--- src/rtl/io_timer_pkg.sv ---
// io_timer_pkg: shared definitions for the io_timer block.
//   - register offsets within the 4-address window
//   - CTRL / STAT bit positions
//   - prescaler select encoding and its terminal-count function
package io_timer_pkg;

  localparam logic [1:0] REG_CTRL  = 2'd0;
  localparam logic [1:0] REG_COUNT = 2'd1;
  localparam logic [1:0] REG_CMP   = 2'd2;
  localparam logic [1:0] REG_STAT  = 2'd3;

  localparam int unsigned CTRL_EN     = 0;
  localparam int unsigned CTRL_CTC    = 1;
  localparam int unsigned CTRL_IE     = 2;
  localparam int unsigned CTRL_PS_LSB = 3;
  localparam int unsigned CTRL_PS_MSB = 4;
  localparam int unsigned CTRL_POL    = 5;

  localparam int unsigned STAT_OVF  = 0;
  localparam int unsigned STAT_CMPF = 1;

  typedef enum logic [1:0] {
    PS_DIV1    = 2'd0,
    PS_DIV8    = 2'd1,
    PS_DIV64   = 2'd2,
    PS_DIV1024 = 2'd3
  } ps_e;

  // Last prescaler value before a tick (divide ratio minus one).
  function automatic int unsigned ps_terminal(input ps_e ps);
    int unsigned term;
    term = 0;
    unique case (ps)
      PS_DIV1:    term = 0;
      PS_DIV8:    term = 7;
      PS_DIV64:   term = 63;
      PS_DIV1024: term = 1023;
    endcase
    return term;
  endfunction

endpackage

--- src/rtl/io_timer_prescaler.sv ---
// io_timer_prescaler: free-running divider producing the counter tick.
//   clk, rst : clock, asynchronous active-high reset
//   en       : run enable; low holds the divider at 0
//   ps       : divide select (/1, /8, /64, /1024)
//   tick     : high for the one cycle the divider sits on its terminal value
module io_timer_prescaler
  import io_timer_pkg::*;
#(
  parameter int unsigned PRESCALE_W = 10
) (
  input  logic clk,
  input  logic rst,
  input  logic en,
  input  ps_e  ps,
  output logic tick
);

  logic [PRESCALE_W-1:0] cnt;
  logic [PRESCALE_W-1:0] term;

  assign term = PRESCALE_W'(ps_terminal(ps));
  // >= rather than == so that lowering PS below the current count still
  // wraps on the next compare instead of running to the top of the range.
  assign tick = en && (cnt >= term);

  always_ff @(posedge clk or posedge rst) begin
    if (rst) begin
      cnt <= '0;
    end else if (!en || tick) begin
      cnt <= '0;
    end else begin
      cnt <= cnt + PRESCALE_W'(1);
    end
  end

endmodule

--- src/rtl/io_timer.sv ---
// io_timer: memory-mapped 8-bit timer/counter on the CPU IO bus.
//   clk, reset     : clock, asynchronous active-high reset
//   address        : CPU bus address; block decodes BASE_ADDR+0..3
//   din            : CPU write data
//   write_en       : CPU write strobe
//   read_en        : CPU read strobe
//   dout           : registered read data, 0 when not addressed last cycle
//   interrupt      : level IRQ, IE && (OVF || CMPF)
//   interrupt_clr  : one-cycle clear pulse, clears OVF and CMPF
//   pwm_out        : registered PWM output (only with IO_TIMER_PWM_EN)
// Registers: 0 CTRL {POL,PS[1:0],IE,CTC,EN}, 1 COUNT, 2 CMP, 3 STAT {CMPF,OVF} (W1C).
// Build option: define IO_TIMER_PWM_EN to add pwm_out and CTRL[5] (POL).
module io_timer
  import io_timer_pkg::*;
#(
  parameter logic [15:0] BASE_ADDR  = 16'h1010,
  parameter int unsigned PRESCALE_W = 10
) (
  input  logic        clk,
  input  logic        reset,
  input  logic [15:0] address,
  input  logic [7:0]  din,
  input  logic        write_en,
  input  logic        read_en,
  output logic [7:0]  dout,
  output logic        interrupt,
  input  logic        interrupt_clr
`ifdef IO_TIMER_PWM_EN
  ,
  output logic        pwm_out
`endif
);

`ifdef IO_TIMER_PWM_EN
  localparam logic [7:0] CTRL_WMASK = 8'h3F;
`else
  localparam logic [7:0] CTRL_WMASK = 8'h1F;
`endif

  logic [7:0] ctrl;
  logic [7:0] count;
  logic [7:0] cmp;
  logic       ovf;
  logic       cmpf;

  logic       hit;
  logic [1:0] offset;
  logic       wr_ctrl, wr_count, wr_cmp, wr_stat;
  logic       tick, tick_eff, match;
  logic       ovf_set, cmpf_set, ovf_clr, cmpf_clr;
  logic [7:0] rd_data;

  assign hit    = address[15:2] == BASE_ADDR[15:2];
  assign offset = address[1:0];

  always_comb begin
    wr_ctrl  = 1'b0;
    wr_count = 1'b0;
    wr_cmp   = 1'b0;
    wr_stat  = 1'b0;
    if (write_en && hit) begin
      unique case (offset)
        REG_CTRL:  wr_ctrl  = 1'b1;
        REG_COUNT: wr_count = 1'b1;
        REG_CMP:   wr_cmp   = 1'b1;
        REG_STAT:  wr_stat  = 1'b1;
      endcase
    end
  end

  io_timer_prescaler #(
    .PRESCALE_W(PRESCALE_W)
  ) u_prescaler (
    .clk (clk),
    .rst (reset),
    .en  (ctrl[CTRL_EN]),
    .ps  (ps_e'(ctrl[CTRL_PS_MSB:CTRL_PS_LSB])),
    .tick(tick)
  );

  // A CPU write to COUNT swallows a coincident tick, including its flag sets.
  assign tick_eff = tick && !wr_count;
  assign match    = count == cmp;
  assign cmpf_set = tick_eff && match;
  assign ovf_set  = tick_eff && !(ctrl[CTRL_CTC] && match) && (count == 8'hFF);
  assign ovf_clr  = (wr_stat && din[STAT_OVF]) || interrupt_clr;
  assign cmpf_clr = (wr_stat && din[STAT_CMPF]) || interrupt_clr;

  always_ff @(posedge clk or posedge reset) begin
    if (reset) begin
      ctrl <= '0;
      cmp  <= '0;
    end else begin
      if (wr_ctrl) ctrl <= din & CTRL_WMASK;
      if (wr_cmp)  cmp  <= din;
    end
  end

  always_ff @(posedge clk or posedge reset) begin
    if (reset) begin
      count <= '0;
    end else if (wr_count) begin
      count <= din;
    end else if (tick) begin
      if (ctrl[CTRL_CTC] && match) count <= '0;
      else                         count <= count + 8'd1;
    end
  end

  // Hardware set dominates any clear in the same cycle.
  always_ff @(posedge clk or posedge reset) begin
    if (reset) begin
      ovf  <= 1'b0;
      cmpf <= 1'b0;
    end else begin
      ovf  <= ovf_set  || (ovf  && !ovf_clr);
      cmpf <= cmpf_set || (cmpf && !cmpf_clr);
    end
  end

  always_comb begin
    rd_data = '0;
    unique case (offset)
      REG_CTRL:  rd_data = ctrl;
      REG_COUNT: rd_data = count;
      REG_CMP:   rd_data = cmp;
      REG_STAT:  rd_data = {6'b0, cmpf, ovf};
    endcase
  end

  always_ff @(posedge clk or posedge reset) begin
    if (reset) begin
      dout <= '0;
    end else if (read_en && hit) begin
      dout <= rd_data;
    end else begin
      dout <= '0;
    end
  end

  assign interrupt = ctrl[CTRL_IE] && (ovf || cmpf);

`ifdef IO_TIMER_PWM_EN
  always_ff @(posedge clk or posedge reset) begin
    if (reset) begin
      pwm_out <= 1'b0;
    end else begin
      pwm_out <= ((count < cmp) && ctrl[CTRL_EN]) ^ ctrl[CTRL_POL];
    end
  end
`endif

endmodule

--- config.mk ---
export PLATFORM = sky130hd
export DESIGN_NAME = io_timer
export DESIGN_NICKNAME = d
export VERILOG_FILES = /design/src/rtl/io_timer_pkg.sv /design/src/rtl/io_timer_prescaler.sv /design/src/rtl/io_timer.sv
export SDC_FILE = /design/constraint.sdc
export NUM_CORES = 1
export LEC_CHECK = 0
export BUFFER_PORTS_ARGS = -buffer_cell sky130_fd_sc_hd__buf_2
export CAP_MARGIN = 20
export CORE_UTILIZATION = 40
export DETAILED_ROUTE_END_ITERATION = 7
export SYNTH_ARGS = -nofsm -noshare
export SYNTH_HDL_FRONTEND = slang
export SYNTH_SLANG_ARGS = --single-unit
--- constraint.sdc ---
create_clock -name clk -period 2.9 [get_ports clk]
set_clock_uncertainty 0.2 [all_clocks]
set_input_delay 0.29 -clock clk [delete_from_list [all_inputs] [get_ports clk]]
set_output_delay 0.29 -clock clk [all_outputs]
set_load 0.03 [all_outputs]
==> results of run 1 <==
synth_stat cells (4+ instances only):
| cell type | count | area, um^2 |
|---|---|---|
| sky130_fd_sc_hd__ha_1 | 12 | 150.1 |
| sky130_fd_sc_hd__dfrtp_1 | 41 | 1026 |
| sky130_fd_sc_hd__a21oi_1 | 4 | 20.02 |
| sky130_fd_sc_hd__nand3_1 | 10 | 50.05 |
| sky130_fd_sc_hd__mux2_2 | 8 | 90.09 |
| sky130_fd_sc_hd__or4b_1 | 4 | 40.04 |
| sky130_fd_sc_hd__nand2_1 | 12 | 45.04 |
| sky130_fd_sc_hd__inv_1 | 7 | 26.28 |
| sky130_fd_sc_hd__o21ai_0 | 6 | 30.03 |
| sky130_fd_sc_hd__nor2_1 | 35 | 131.4 |
| sky130_fd_sc_hd__mux2_1 | 4 | 45.04 |
| sky130_fd_sc_hd__xor2_1 | 5 | 43.79 |
| sky130_fd_sc_hd__nand4_1 | 5 | 31.28 |
| sky130_fd_sc_hd__a31oi_1 | 6 | 37.54 |
| sky130_fd_sc_hd__nor2b_1 | 4 | 25.02 |
| sky130_fd_sc_hd__and3_1 | 8 | 50.05 |
| sky130_fd_sc_hd__xnor2_1 | 11 | 96.34 |
| sky130_fd_sc_hd__mux2i_1 | 4 | 40.04 |
registers in the layout, indices dropped and copies added (netlist names):
| register | flops |
|---|---|
| ctrl | 5 |
| cmp | 8 |
| dout | 8 |
| cmpf | 1 |
| u_prescaler.cnt | 10 |
| ovf | 1 |
| count | 8 |
area by class of cell:
class	instances	share of cell area [%]
inverters	7	0.9713
multi-input cells	172	45.88
clock inverters	2	1.295
clock buffers	5	2.544
flip-flops and latches	41	37.93
well taps	72	3.330
repair buffers	41	8.048
cell usage in the layout, fill, tap and decap left out, types with 4 or more instances in the layout:
| cell | instances |
|---|---|
| sky130_fd_sc_hd__mux2i_1 | 4 |
| sky130_fd_sc_hd__ha_1 | 12 |
| sky130_fd_sc_hd__a21oi_1 | 4 |
| sky130_fd_sc_hd__nor2b_1 | 4 |
| sky130_fd_sc_hd__or4b_1 | 4 |
| sky130_fd_sc_hd__buf_2 | 37 |
| sky130_fd_sc_hd__nand3_1 | 10 |
| sky130_fd_sc_hd__nand4_1 | 5 |
| sky130_fd_sc_hd__xnor2_1 | 11 |
| sky130_fd_sc_hd__dfrtp_1 | 41 |
| sky130_fd_sc_hd__and3_1 | 8 |
| sky130_fd_sc_hd__clkbuf_8 | 5 |
| sky130_fd_sc_hd__o21ai_0 | 6 |
| sky130_fd_sc_hd__mux2_1 | 4 |
| sky130_fd_sc_hd__a31oi_1 | 6 |
| sky130_fd_sc_hd__nand2_1 | 12 |
| sky130_fd_sc_hd__inv_1 | 7 |
| sky130_fd_sc_hd__nor2_1 | 35 |
| sky130_fd_sc_hd__mux2_2 | 8 |
| sky130_fd_sc_hd__xor2_1 | 5 |
final timing paths:
path | startpoint | end | depth (start not counted)
setup / recovery | ctrl[3]$_DFFE_PP0P_ | count[4]$_DFFE_PP0P_ | 8
setup reg to reg | ctrl[3]$_DFFE_PP0P_ | count[4]$_DFFE_PP0P_ | 8
max in group asynchronous | reset | cmp[7]$_DFFE_PP0P_ | 4
min in group asynchronous | reset | dout[4]$_DFF_PP0_ | 4
hold / removal | din[6] | cmp[6]$_DFFE_PP0P_ | 2
hold reg to reg | u_prescaler.cnt[0]$_DFF_PP0_ | u_prescaler.cnt[0]$_DFF_PP0_ | 1
per-layer routing:
metal	vias to the layer above	track usage (%)	part of all wire, %
li1	895	-	-
met1	852	26.97	53
met2	28	25.35	44
met3	7	2.791	2.2
met4	0	6.111	1.4
met5	-	0	0
critical path, delay by kind of cell, from the launching register on:
family | cells | cell delay (ns)
flops | 1 | 0.42
compound gates | 3 | 0.54
simple gates | 4 | 1.04
fa+ha+maj | 1 | 0.34
logic make-up (layout without fill, tap and decap cells):
group | Yosys count | in the layout | synth area share (%)
AOI/OAI and AO/OA | 29 | 29 | 8.401
muxes | 18 | 18 | 9.417
buffers and inverters | 14 | 55 | 3.050
DFF | 41 | 41 | 43.87
and+or+nand+nor | 97 | 97 | 22.85
xor gates and xnor gates | 16 | 16 | 5.992
adders and majority gates | 12 | 12 | 6.420
timing repair:
item	in CTS	in global routing
endpoints found under the setup margin	0	0
hold endpoints to repair	41	0
hold buffers	1	0
power by group:
part / internal (mW) / leakage [nW] / switching [mW]
Combinational: 0.0298 / 0.690 / 0.0373
Sequential: 0.572 / 0.532 / 0.00184
Clock: 0.250 / 0.0540 / 0.201
==> flow_summary.rst, run 1 <==
.. list-table::
   :header-rows: 1

   * - Metric
     - Value
   * - Clock Tree Root
     - sky130_fd_sc_hd__clkbuf_8
   * - Final wirelength
     - 5078 um
   * - Minimum period implied by the final worst setup slack
     - 2.607 ns
   * - Global-route total usage across every layer
     - 17.78%
   * - Effective utilization at floorplan
     - 41.95%
   * - CP required
     - 2.91 ns
   * - CTS tree
     - done
   * - Vias in the first global route
     - 1647
   * - Setup bufs post-CTS
     - 0
   * - RSZ-0062 raised after global routing
     - no
   * - Number of DRC markers after the initial detailed-route iteration
     - 127
   * - Instance count of the mapped netlist
     - 227
   * - Global placement routability congestion
     - 0.7964
   * - Setup violation total in the final timing report
     - 0
   * - Post-Synthesis Mean Instance Area
     - 10.30 um^2
   * - Dpl cells
     - 332
   * - Timing-limited maximum frequency
     - 383.5 MHz
   * - Static Leakage
     - 1.275 nW
   * - Share of the yosys chip area belonging to registers
     - 43.87%
   * - Largest net degree at the start of global routing
     - 42
   * - Data arrival time of the worst path
     - 2.62 ns
   * - Post-DP Area
     - 2591 um^2
   * - Final Worst Setup Slack
     - 0.2926 ns
   * - Number of nets in the synthesized netlist
     - 268
   * - Antenna Cells
     - 0
   * - Bufs on Longest Clock Path
     - 2
   * - Number of placed I/O pins
     - 38
   * - Initial DRT Pass Iterations
     - 4
   * - Post-route standard cell area excluding fillers
     - 2705 um^2
   * - Worst hold margin
     - 0.04186 ns
   * - Total grt overflow
     - 0
   * - Final Hold Fails
     - 0
   * - Run status
     - finished clean
   * - Number of antenna violations at the first check in global routing
     - 0
   * - Aggregate negative setup slack
     - 0 ns
   * - Number of vias per cell
     - 5.241
   * - Number of resized instances in the post-cts repair step
     - 0
   * - Register-to-register setup slack
     - 0.29 ns
   * - Final worst path period share
     - 89.91%
   * - Net count, final
     - 309
   * - Footprint of the flip-flops and latches
     - 1026 um^2
   * - Count of flip-flops with a built-in enable after synthesis
     - 0
   * - Max Cap Viol
     - 0
   * - Number of storage elements in the synthesis netlist
     - 41
   * - Peak supply drop
     - 171.7 uV
   * - Number of cell rows
     - 27
   * - Delay of the slowest cell on the worst path
     - 0.53 ns
   * - Slowest cell on crit path
     - sky130_fd_sc_hd__or4b_1
   * - Overall die height
     - 78.46 um
   * - Most used DFF post-synth
     - sky130_fd_sc_hd__dfrtp_1
   * - Pin slew with the least headroom to its limit
     - 0.5378 ns
   * - Number of antenna-violating nets in the routed design
     - 0
   * - Max_slew headroom
     - 64.15%
   * - Number of cells in the finished layout apart from fillers
     - 340
   * - Critical Path Start Type
     - flip-flop
   * - Total power
     - 1.092 mW
   * - Worst hold path type
     - input pin to flip-flop
   * - Wire length of the first global-routing pass
     - 8418 um
   * - Placeable Area
     - 5574 um^2
   * - TritonCTS Buffers
     - 5
   * - Level count of the clock H-tree
     - 2
   * - Total of fill cells in the finished design
     - 517
   * - Total vias in the final route
     - 1782
   * - Fraction of registers with async set/reset
     - 100.0%
   * - Number of warnings printed during yosys synthesis
     - 0
   * - Top fanout value on the critical path
     - 17
   * - Critical setup path kind
     - flip-flop to flip-flop
   * - Type of element capturing the critical path
     - flip-flop
   * - CTS clk-pin slew, worst paths
     - 0.08 ns
   * - Fraction of final layout cells with drive strength greater than 1
     - 24.25%
   * - Number of max-slew violations in the final report
     - 0
   * - Insertion delay to the later sink of the worst-skew pair
     - 0.29 ns
   * - Setup WS pre-CTS
     - 0.3552 ns
   * - # DRC
     - 0
   * - Number of distinct library cells after synthesis
     - 46
   * - Die area
     - 6156 um^2
   * - Area delta synth->final
     - 15.68%
   * - CTS Sinks
     - 41
   * - Area taken by multi-input logic gates
     - 1241 um^2
   * - Pwr Density
     - 403.8 nW/um^2
   * - Post-Synthesis Cell Area
     - 2338 um^2
   * - Overall die width
     - 78.46 um
   * - Post-Route Utilization
     - 48.53%
   * - Count of input and output buffers
     - 37
   * - Cells traversed along the worst timing path
     - nand2_1, ha_1, nand4_1, a211oi_1, or3_4, o21ai_4, or4b_1, a31oi_1
   * - Routed wire length per instance
     - 14.94 um
   * - Half-perimeter wire length after placement
     - 3734 um
Power figures use the tool's default switching activity.
==> inputs of run 2 (changes only) <==
--- a/config.mk
+++ b/config.mk
@@ -7,8 +7,9 @@
 export LEC_CHECK = 0
 export BUFFER_PORTS_ARGS = -buffer_cell sky130_fd_sc_hd__buf_2
 export CAP_MARGIN = 20
-export CORE_UTILIZATION = 40
+export CORE_UTILIZATION = 55
 export DETAILED_ROUTE_END_ITERATION = 7
+export PLACE_DENSITY = 0.78
 export SYNTH_ARGS = -nofsm -noshare
 export SYNTH_HDL_FRONTEND = slang
 export SYNTH_SLANG_ARGS = --single-unit
==> run 2 against run 1 <==
  * Clock power is 22% higher
  * Non-clock buffer count is 1 higher
  * Via count is 4.2% higher
  * Power is 8.9% higher
  * Combinational power hardly changed
  * Hold slack better by 0.0010 ns
  * Setup slack better by 0.068 ns
  * Critical path depth stayed put
  * Sequential share of layout area is 0.14 points lower
  * Global-route usage is 7.6 points higher
  * Largest power group unchanged
==> flow_summary.rst, run 2 (synthesized netlist as in run 1, its figures left out) <==
.. list-table::
   :header-rows: 1

   * - Metric
     - Value
   * - Total vias in the final route
     - 1857
   * - Overall die width
     - 67.21 um
   * - Total grt overflow
     - 0
   * - Level count of the clock H-tree
     - 2
   * - Insertion delay to the later sink of the worst-skew pair
     - 0.30 ns
   * - Worst hold path type
     - input pin to flip-flop
   * - Antenna Cells
     - 0
   * - Largest register by flop count
     - u_prescaler.cnt
   * - CP required
     - 2.91 ns
   * - Buffers & Inverters on Critical Path
     - 0
   * - Number of cell rows
     - 23
   * - Timing-limited maximum frequency
     - 393.8 MHz
   * - CTS tree
     - done
   * - Number of max-slew violations in the final report
     - 0
   * - Number of vias per cell
     - 5.803
   * - Area delta synth->final
     - 16.10%
   * - Number of cells in the finished layout apart from fillers
     - 320
   * - Net count, final
     - 310
   * - Data arrival time of the worst path
     - 2.55 ns
   * - Static Leakage
     - 1.294 nW
   * - Number of placed I/O pins
     - 38
   * - Setup bufs post-CTS
     - 0
   * - Cells traversed along the worst timing path
     - nand2_1, ha_1, a211oi_1, nor2_1, or3_4, o21ai_4, o21ai_0, a31oi_1
   * - Number of antenna violations at the first check in global routing
     - 0
   * - Post-route standard cell area excluding fillers
     - 2715 um^2
   * - Critical Path Start Type
     - flip-flop
   * - Vias in the first global route
     - 1684
   * - Terminating pin of the worst hold path
     - cmp[5]$_DFFE_PP0P_
   * - Placeable Area
     - 4029 um^2
   * - TritonCTS Buffers
     - 5
   * - Final wirelength
     - 4981 um
   * - Pwr Density
     - 438.1 nW/um^2
   * - Type of element capturing the critical path
     - flip-flop
   * - Capture instance of the worst register-to-register path
     - count[5]$_DFFE_PP0P_
   * - Worst min-delay path startpoint
     - din[5]
   * - Slowest cell on crit path
     - sky130_fd_sc_hd__dfrtp_1
   * - Max_slew headroom
     - 66.07%
   * - Peak supply drop
     - 253.8 uV
   * - Number of antenna-violating nets in the routed design
     - 0
   * - Delay of the slowest cell on the worst path
     - 0.41 ns
   * - Number of flip-flops in the largest register
     - 10
   * - Length in cells of the worst reg-to-reg path
     - 8
   * - Post-Route Utilization
     - 67.39%
   * - Pin slew with the least headroom to its limit
     - 0.5089 ns
   * - Final worst path period share
     - 87.57%
   * - Routed wire length per instance
     - 15.57 um
   * - Count of input and output buffers
     - 37
   * - Setup violation total in the final timing report
     - 0
   * - Bufs on Longest Clock Path
     - 2
   * - Largest net degree at the start of global routing
     - 42
   * - Total of fill cells in the finished design
     - 329
   * - # DRC
     - 0
   * - Global placement routability congestion
     - 0.8176
   * - Leading cell type in the layout, fill and taps excluded
     - sky130_fd_sc_hd__dfrtp_1
   * - Max Cap Viol
     - 0
   * - Critical setup path kind
     - flip-flop to flip-flop
   * - Minimum period implied by the final worst setup slack
     - 2.540 ns
   * - Wire length of the first global-routing pass
     - 8342 um
   * - Commonest cells after routing, fill and taps aside
     - sky130_fd_sc_hd__dfrtp_1 (41), sky130_fd_sc_hd__buf_2 (37), sky130_fd_sc_hd__nor2_1 (35)
   * - Die area
     - 4517 um^2
   * - Launch point of the worst reg-to-reg path
     - ctrl[4]$_DFFE_PP0P_
   * - Final Hold Fails
     - 0
   * - Aggregate negative setup slack
     - 0 ns
   * - Fraction of final layout cells with drive strength greater than 1
     - 24.81%
   * - Initial DRT Pass Iterations
     - 4
   * - Post-DP Area
     - 2571 um^2
   * - Global-route total usage across every layer
     - 25.34%
   * - CTS Sinks
     - 41
   * - Clock Tree Root
     - sky130_fd_sc_hd__clkbuf_8
   * - RSZ-0062 raised after global routing
     - no
   * - Half-perimeter wire length after placement
     - 3618 um
   * - Dpl cells
     - 311
   * - Register-to-register setup slack
     - 0.36 ns
   * - Number of DRC markers after the initial detailed-route iteration
     - 137
   * - Top fanout value on the critical path
     - 17
   * - Worst hold path depth
     - 2
   * - Category of cells accounting for the largest share of critical-path delay
     - compound AO/OA/AOI/OAI gates
   * - Overall die height
     - 67.21 um
   * - CTS clk-pin slew, worst paths
     - 0.08 ns
   * - Effective utilization at floorplan
     - 58.04%
   * - Run status
     - finished clean
==> run 2: cell types whose count changed in the layout (fill, tap and decap cells not counted), sizes merged <==
cell,previous run,this run
buf,40,41
bufinv,1,2
==> run 2: timing repair <==
action / 4_1_cts / 5_1_grt
setup endpoints to repair: 0 / 0
hold buffers: 1 / 0
hold endpoints to repair: 41 / 0
resized for setup: 0 / 0
==> run 2: power breakdown <==
| group | internal, mW | switching [mW] | total (mW) |
|---|---|---|---|
| logic | 0.0307 | 0.0366 | 0.0672 |
| clock network | 0.342 | 0.206 | 0.548 |
| registers | 0.572 | 0.00191 | 0.574 |
| total | 0.945 | 0.245 | 1.19 |
==> run 2: through the flow <==
stage	setup WS [ns]	power, mW	hold WS, ns
after detailed placement	0.3993	0.6515	0.2436
after global routing	0.1739	1.228	0.03664
after floorplan	0.6301	0.6193	0.2217
final	0.3604	1.190	0.04291
after CTS	0.3677	1.197	0.03402
after global placement	0.4734	0.6502	0.2364
==> run 2: layout make-up <==
cell class	instances	area, um^2	share of cell area [%]
multi-input cells	172	1241	45.71
flip-flops and latches	41	1026	37.79
repair buffers	42	225.2	8.295
clock buffers	5	68.82	2.535
clock inverters	3	65.06	2.396
well taps	50	62.56	2.304
inverters	7	26.28	0.9677
==> run 2: worst max-delay path by stage <==
stage	startpoint	cells past startpoint	slack, ns	end
2_1_floorplan	ctrl[4]$_DFFE_PP0P_	9	0.63	count[6]$_DFFE_PP0P_
3_3_place_gp	ctrl[3]$_DFFE_PP0P_	8	0.47	count[4]$_DFFE_PP0P_
3_5_place_dp	ctrl[4]$_DFFE_PP0P_	8	0.40	count[5]$_DFFE_PP0P_
4_1_cts	ctrl[4]$_DFFE_PP0P_	8	0.37	count[5]$_DFFE_PP0P_
5_1_grt	ctrl[4]$_DFFE_PP0P_	8	0.17	count[4]$_DFFE_PP0P_
6_report	ctrl[4]$_DFFE_PP0P_	8	0.36	count[5]$_DFFE_PP0P_
==> run 2: per-layer routing <==
metal	vias to the layer above	part of all wire [%]	global-route usage (%)	wire [um]
li1	893	-	-	-
met4	0	2.0	10.11	100
met3	9	5.9	6.250	292
met5	-	0	0	0
met2	52	46	35.63	2296
met1	903	46	37.04	2292
